<file path="config.mk">
export PLATFORM = sky130hd
export DESIGN_NAME = hazard_ctrl
export DESIGN_NICKNAME = d
export VERILOG_FILES = /design/src/rtl/hazard_ctrl.sv
export SDC_FILE = /design/constraint.sdc
export NUM_CORES = 1
export LEC_CHECK = 0
export CORE_MARGIN = 2
export CORE_UTILIZATION = 30
export DETAILED_ROUTE_END_ITERATION = 12
export PLACE_DENSITY_LB_ADDON = 0.2
export SKIP_CTS_REPAIR_TIMING = 1
export SLEW_MARGIN = 20
export SYNTH_ARGS = -nofsm -noshare
export SYNTH_HDL_FRONTEND = slang
export SYNTH_SLANG_ARGS = --single-unit
</file>
<file path="constraint.sdc">
create_clock -name clk -period 2.6 [get_ports clk]
set_input_delay 0.52 -clock clk [delete_from_list [all_inputs] [get_ports clk]]
set_output_delay 0.52 -clock clk [all_outputs]
set_load 0.02 [all_outputs]
</file>
<file path="src/rtl/hazard_ctrl.sv">
// ID/EX enable producer: RAW stalls against in-flight writers, bubbles on EX redirects.
// Zero-cycle combinational decision from state + ID inputs; stalls hold PC and IF/ID.
module hazard_ctrl #(
    parameter int HAZ_DEPTH    = 3,
    parameter int FLUSH_CYCLES = 1,
    parameter int CNT_W        = 32
) (
    input  logic             clk,
    input  logic             rst_n,
    input  logic             id_valid,
    input  logic [4:0]       id_rs1,
    input  logic [4:0]       id_rs2,
    input  logic             id_rs1_used,
    input  logic             id_rs2_used,
    input  logic [4:0]       id_rd,
    input  logic             id_ras_ena,
    input  logic             ex_redirect,
    output logic             ena_pc,
    output logic             ena_ifid,
    output logic             flush_ifid,
    output logic             ena_idex,
    output logic [CNT_W-1:0] stall_cycles
);

    typedef enum logic [1:0] {
        ST_RUN   = 2'd0,
        ST_STALL = 2'd1,
        ST_FLUSH = 2'd2
    } state_t;

    localparam int             FC_W       = 3;
    localparam logic [FC_W-1:0] FLUSH_LOAD = FC_W'(FLUSH_CYCLES - 1);

    state_t                     state_q, state_d;
    logic [FC_W-1:0]            fcnt_q, fcnt_d;
    logic [HAZ_DEPTH-1:0]       sb_wr_q, sb_wr_d;
    logic [HAZ_DEPTH-1:0][4:0]  sb_rd_q, sb_rd_d;
    logic [CNT_W-1:0]           stall_cnt_q, stall_cnt_d;

    logic rs1_hit, rs2_hit, hazard, count_stall;
    logic ena_pc_c, ena_ifid_c, flush_ifid_c, ena_idex_c;

    always_comb begin : hazard_detect
        rs1_hit = 1'b0;
        rs2_hit = 1'b0;
        for (int i = 0; i < HAZ_DEPTH; i++) begin
            if (sb_wr_q[i] && (sb_rd_q[i] == id_rs1)) rs1_hit = 1'b1;
            if (sb_wr_q[i] && (sb_rd_q[i] == id_rs2)) rs2_hit = 1'b1;
        end
        hazard = id_valid &
                 ((id_rs1_used & (id_rs1 != 5'd0) & rs1_hit) |
                  (id_rs2_used & (id_rs2 != 5'd0) & rs2_hit));
    end

    always_comb begin : fsm_next
        state_d      = state_q;
        fcnt_d       = fcnt_q;
        count_stall  = 1'b0;
        ena_pc_c     = 1'b1;
        ena_ifid_c   = 1'b1;
        flush_ifid_c = 1'b0;
        ena_idex_c   = 1'b1;

        // Redirect wins over hazard: the ID instruction is wrong-path anyway.
        if (ex_redirect) begin
            flush_ifid_c = 1'b1;
            ena_idex_c   = 1'b0;
            fcnt_d       = FLUSH_LOAD;
            state_d      = (FLUSH_CYCLES > 1) ? ST_FLUSH : ST_RUN;
        end else begin
            case (state_q)
                ST_RUN, ST_STALL: begin
                    if (hazard) begin
                        ena_pc_c    = 1'b0;
                        ena_ifid_c  = 1'b0;
                        ena_idex_c  = 1'b0;
                        count_stall = 1'b1;
                        state_d     = ST_STALL;
                    end else begin
                        state_d = ST_RUN;
                    end
                end
                ST_FLUSH: begin
                    flush_ifid_c = 1'b1;
                    ena_idex_c   = 1'b0;
                    fcnt_d       = fcnt_q - FC_W'(1);
                    if (fcnt_q <= FC_W'(1)) begin
                        fcnt_d  = '0;
                        state_d = ST_RUN;
                    end
                end
                default: begin
                    state_d = ST_RUN;
                    fcnt_d  = '0;
                end
            endcase
        end
    end

    // Reset forces the safe outputs combinationally, so a mid-stall reset acts at once.
    always_comb begin : out_gate
        ena_pc     = ena_pc_c & rst_n;
        ena_ifid   = ena_ifid_c & rst_n;
        ena_idex   = ena_idex_c & rst_n;
        flush_ifid = flush_ifid_c | ~rst_n;
    end

    always_comb begin : sb_shift
        sb_wr_d = '0;
        sb_rd_d = '0;
        for (int i = HAZ_DEPTH - 1; i >= 1; i--) begin
            sb_wr_d[i] = sb_wr_q[i-1];
            sb_rd_d[i] = sb_rd_q[i-1];
        end
        if (ena_idex) begin
            sb_wr_d[0] = id_valid & id_ras_ena & (id_rd != 5'd0);
            sb_rd_d[0] = id_rd;
        end
    end

    always_comb begin : perf_cnt
        stall_cnt_d = stall_cnt_q;
        if (count_stall && (stall_cnt_q != {CNT_W{1'b1}}))
            stall_cnt_d = stall_cnt_q + CNT_W'(1);
    end

    assign stall_cycles = stall_cnt_q;

    always_ff @(posedge clk or negedge rst_n) begin
        if (!rst_n) begin
            state_q     <= ST_RUN;
            fcnt_q      <= '0;
            sb_wr_q     <= '0;
            sb_rd_q     <= '0;
            stall_cnt_q <= '0;
        end else begin
            state_q     <= state_d;
            fcnt_q      <= fcnt_d;
            sb_wr_q     <= sb_wr_d;
            sb_rd_q     <= sb_rd_d;
            stall_cnt_q <= stall_cnt_d;
        end
    end

endmodule

</file>
# Word-level counts from Yosys, hierarchy flattened
# Cells that the tools add are included.
# totals
ff_bits,55
inputBits,22
out_inout_bits,36
# op_classes
add_sub_neg,2
magnitude_cmp,1
eq_ne,11
muxes,25
n_bitwise,12
reduce_logical,12
# op_table
op,count
$add A32 B1 Y32 const B,1
$ne A32 B32 Y1 const B,1
$eq A5 B5 Y1,6
$mux W1,17
$reduce_bool A5 Y1,3
$and A1 B1 Y1,9
$logic_and A1 B1 Y1,7
$mux W3,2
$pmux W3 S2,1
$mux W5,1
$mux W2,2
$pmux W2 S2,1
$le A3 B1 Y1 const B,1
$ne A3 B3 Y1 const B,1
$sub A3 B1 Y3 const B,1
$eq A2 B1 Y1 const B,1
$eq A2 B2 Y1 const B,1
$logic_not A2 Y1,1
$ne A2 B2 Y1 const B,1
$or A1 B1 Y1,2
$pmux W1 S2,1
$reduce_or A2 Y1,1
$not A1 Y1,1

# Longest topological paths before layout
# depth
ltp_word,13
depth_mapped,9
mapped_depth_nobuf,8

# Least setup slack after synthesis
# No wires, ideal clock.
# synth_path
path_type,input to output
start,in id_rs1[0]
end,out ena_pc
arrival_ps,2566
required_ps,2080
setup_slack_ps,-486
path_stages,7
cell_sequence,or4_1 -> o21ai_1 -> o22ai_1 -> buf_4 -> buf_2 -> a21boi_0 -> buf_4
# synth_between
elab_chain_cells,12
elab_cells_between_ends,18
cone_classes,eq/ne: 3; mux: 6; bitwise: 5; reduce/logical: 4
# synth_lines
element,line_no,source
start: declaration,11,"input logic [4:0] id_rs1,"
$eq A5 B5 Y1,47,if (sb_wr_q[i] && (sb_rd_q[i] == id_rs1)) rs1_hit = 1'b1;
$logic_and A1 B1 Y1,47,
$mux W1 (3 in a row),47,
$and A1 B1 Y1 (*),51,((id_rs1_used & (id_rs1 != 5'd0) & rs1_hit) |
$or A1 B1 Y1 (*),51,
$and A1 B1 Y1 (*),50,hazard = id_valid &
$mux W1 (*) (3 in a row),n/a,
$and A1 B1 Y1 (*),n/a,
end: declaration,18,"output logic ena_pc,"
# Mark *: on every way between the ends. The rest lies on a longest branch, timed or not.

# Final worst setup path
# layout_path
start,in id_rs1[3]
end,out ena_idex
# layout_between
elab_chain_cells,12
elab_cells_between_ends,18
cone_classes,eq/ne: 3; mux: 6; bitwise: 5; reduce/logical: 4
# layout_lines
element,line_no,source
$eq A5 B5 Y1,47,
$logic_and A1 B1 Y1,47,
$mux W1 (3 in a row),47,
$and A1 B1 Y1 (*),51,
$or A1 B1 Y1 (*),51,
$and A1 B1 Y1 (*),50,
$mux W1 (*),73,if (hazard) begin
$pmux W1 S2 (*),71,case (state_q)
$mux W1 (*),65,if (ex_redirect) begin
$and A1 B1 Y1 (*),104,ena_idex = ena_idex_c & rst_n;
end: declaration,21,"output logic ena_idex,"
# Marks and branches as above.

==> results.sh <==
export IMPL_diodes=0
export IMPL_slew_headroom_pct=59.2
export IMPL_powerDensity_nw_per_um2=382
export IMPL_first_global_vias=2085
export IMPL_antenna_found_initial=0
export IMPL_synthDistinctLibCells=43
export IMPL_synth_area_um2=2540
export IMPL_maxCapViolCount=0
export IMPL_ys_warn_count=0
export IMPL_holdWs_ns=0.0321
export IMPL_synth_top_area_cell="dfrtp_1"
export IMPL_worstPathArrival_ns=2.01
export IMPL_rows=33
export IMPL_wl_per_cell_um=14.4
export IMPL_coreArea_um2=8220
export IMPL_ant_nets=0
export IMPL_r2r_end="stall_cycles[22]$_DFFE_PN0P_"
export IMPL_ios=58
export IMPL_post_route_drc_count=0
export IMPL_first_iter_violations=51
export IMPL_synth_main_ff_cell="dfrtp_1"
export IMPL_timing_fmax_mhz=396
export IMPL_finalHoldViolCount=0
export IMPL_synth_seq_cells=50
export IMPL_routed_wl_um=6220
export IMPL_root_buffer="clkbuf_8"
export IMPL_r2r_start="sb_rd_d[14]$_DFF_PN0_"
export IMPL_final_common_cell="dfrtp_1"
export IMPL_clockBufferDepth=2
export IMPL_synth_edf_count=0
export IMPL_rsz0062_at_grt="yes"
export IMPL_die_w_um=96.0
export IMPL_fin_nets=351
export IMPL_fin_setup_tns_ns=0
export IMPL_crit_type="in2out"
export IMPL_grt_usage_pct=14.2
export IMPL_htreeDepth=2
export IMPL_place_congestion=0.778
export IMPL_worst_pin_slew_ns=0.612
export IMPL_netlist_instances=229
export IMPL_die_area_um2=9210
export IMPL_outcome="finished clean"
export IMPL_final_cell_mix="50 x dfrtp_1, 43 x clkdlybuf4s50_1, 36 x buf_4, 31 x xor2_1, 29 x xnor2_1"
export IMPL_clock_latency_ns=0.29
export IMPL_numPortBuffers=57
export IMPL_grt_max_degree=48
export IMPL_numCtsBuffers=5
export IMPL_crit_required_ns=2.08
export IMPL_fp_dieH_um=96.0
export IMPL_vias=2036
export IMPL_grt_pass1_wl_um=10200
export IMPL_syn_area_per_cell_um2=11.1
export IMPL_netlist_area_leader_share_pct=49.3
export IMPL_syn_to_final_growth_pct=44.1
export IMPL_min_path_type="in2async"
export IMPL_hpwl_um=4780
export IMPL_end_kind="primary output"
export IMPL_start_util_pct=30.9
export IMPL_maxSlewViolCount=0
export IMPL_cellLeakagePower_nw=1.74
export IMPL_synthArstFlopShare_pct=100
export IMPL_finClkSkew_ns=0.00698
export IMPL_r2r_slack_ns=0.28
export IMPL_r2r_cells=9
export IMPL_synth_area_top_cells="dfrtp_1 49%, xor2_1 11%, xnor2_1 10%"
export IMPL_crit_path_max_fanout=4
export IMPL_start_kind="input pin"
export IMPL_clkSlewWorstSetupHoldPaths_ns=0.09
export IMPL_synth_nets=252
export IMPL_final_period_utilization_pct=97.2
export IMPL_first_pass_iters=4
export IMPL_drive_gt1_share_pct=20.4
export IMPL_cts_sinks=50
export IMPL_setup_viol=0
export IMPL_drt_vias_per_instance=4.70
export IMPL_ir_drop_v=0.000170
export IMPL_post_route_min_period_ns=2.53
export IMPL_cts_tree="done"
export IMPL_p_total_mw=1.40
export IMPL_gr_total_overflow=0
export IMPL_seq_area_frac_synth_pct=49.3
## area by class of cell
cell class | count | area (µm²)
timing repair buffer | 96 | 876
clock inverter | 1 | 7.51
multi-input combinational | 174 | 1320
sequential | 50 | 1250
inverter | 1 | 3.75
tap | 105 | 131
clock buffer | 6 | 72.6
fill | 796 | 4560
## worst max-delay path, cell delays in order
cell and delay (ns):
dlymetal6s2s_1 0.16, or4_1 0.56, o21ai_4 0.22, o22ai_4 0.11, buf_6 0.14, a21oi_2 0.17, buf_6 0.14
## cells by family (layout without fill, tap and decap cells)
group,count (synthesis),in the layout,share of synthesized area [%]
and+or+nand+nor,98,98,23.1
DFF,50,50,49.3
xor gates and xnor gates,60,60,20.7
buffers and inverters,5,104,1.38
muxes,1,1,0.444
AOI/OAI and AO/OA,14,14,4.63
adders and majority gates,1,1,0.493
## power by group
part           total [mW]  internal [mW]  switching [mW]
sequential          0.802          0.789          0.0131
clock               0.435          0.185           0.250
combinational       0.158         0.0815          0.0766
total                1.40           1.06           0.340
## Yosys cell counts, types with 2 or more instances
library cell / number
a2111oi_0: 2
a21oi_1: 2
and2_1: 8
and3_1: 11
and4_1: 2
buf_4: 2
dfrtp_1: 50
nand2_1: 11
nand2b_1: 3
nand3_1: 17
nand4_1: 13
nor2_1: 7
nor3_1: 6
nor4_1: 7
or4_1: 2
xnor2_1: 29
xor2_1: 31
## through the flow
step / cell area, µm² / cells / util (%) / worst slack, ns
after floorplan: 2570 / 229 / - / 0.00468
after global routing: 3660 / 433 / 44.5 / -0.0384
final: 3660 / 433 / 44.5 / 0.0740
after detailed placement: 3480 / 421 / 42.4 / -0.823
after global placement: 3480 / 421 / 42.4 / -0.838
after CTS: 3560 / 428 / 43.3 / -0.850
## worst max-delay path by stage
stage / slack, ns / cells past startpoint / endpoint / startpoint
finish: 0.07 / 7 / ena_idex / id_rs1[3]
detailed placement: -0.82 / 9 / ena_pc / id_rs2[1]
global placement: -0.84 / 9 / ena_pc / id_rs2[1]
CTS: -0.85 / 9 / ena_pc / id_rs2[1]
global route: -0.04 / 8 / ena_pc / sb_rd_d[14]$_DFF_PN0_
floorplan: 0.005 / 7 / ena_pc / id_rs1[0]
## registers in the layout (all words and copies together), names as in the netlist
register and flops:
stall_cycles 32, sb_rd_d 10, sb_rd_q 5, sb_wr_q 3
## metal layers
layer / GRT usage (%) / routed length [µm] / vias to the layer above
li1: - / - / 1010
met4: 3.21 / 28 / 0
met2: 21.9 / 2880 / 38
met3: 2.90 / 269 / 2
met1: 20.5 / 3040 / 986
met5: 0 / 0 / -
Note: power is estimated with default switching activity, not from simulation.
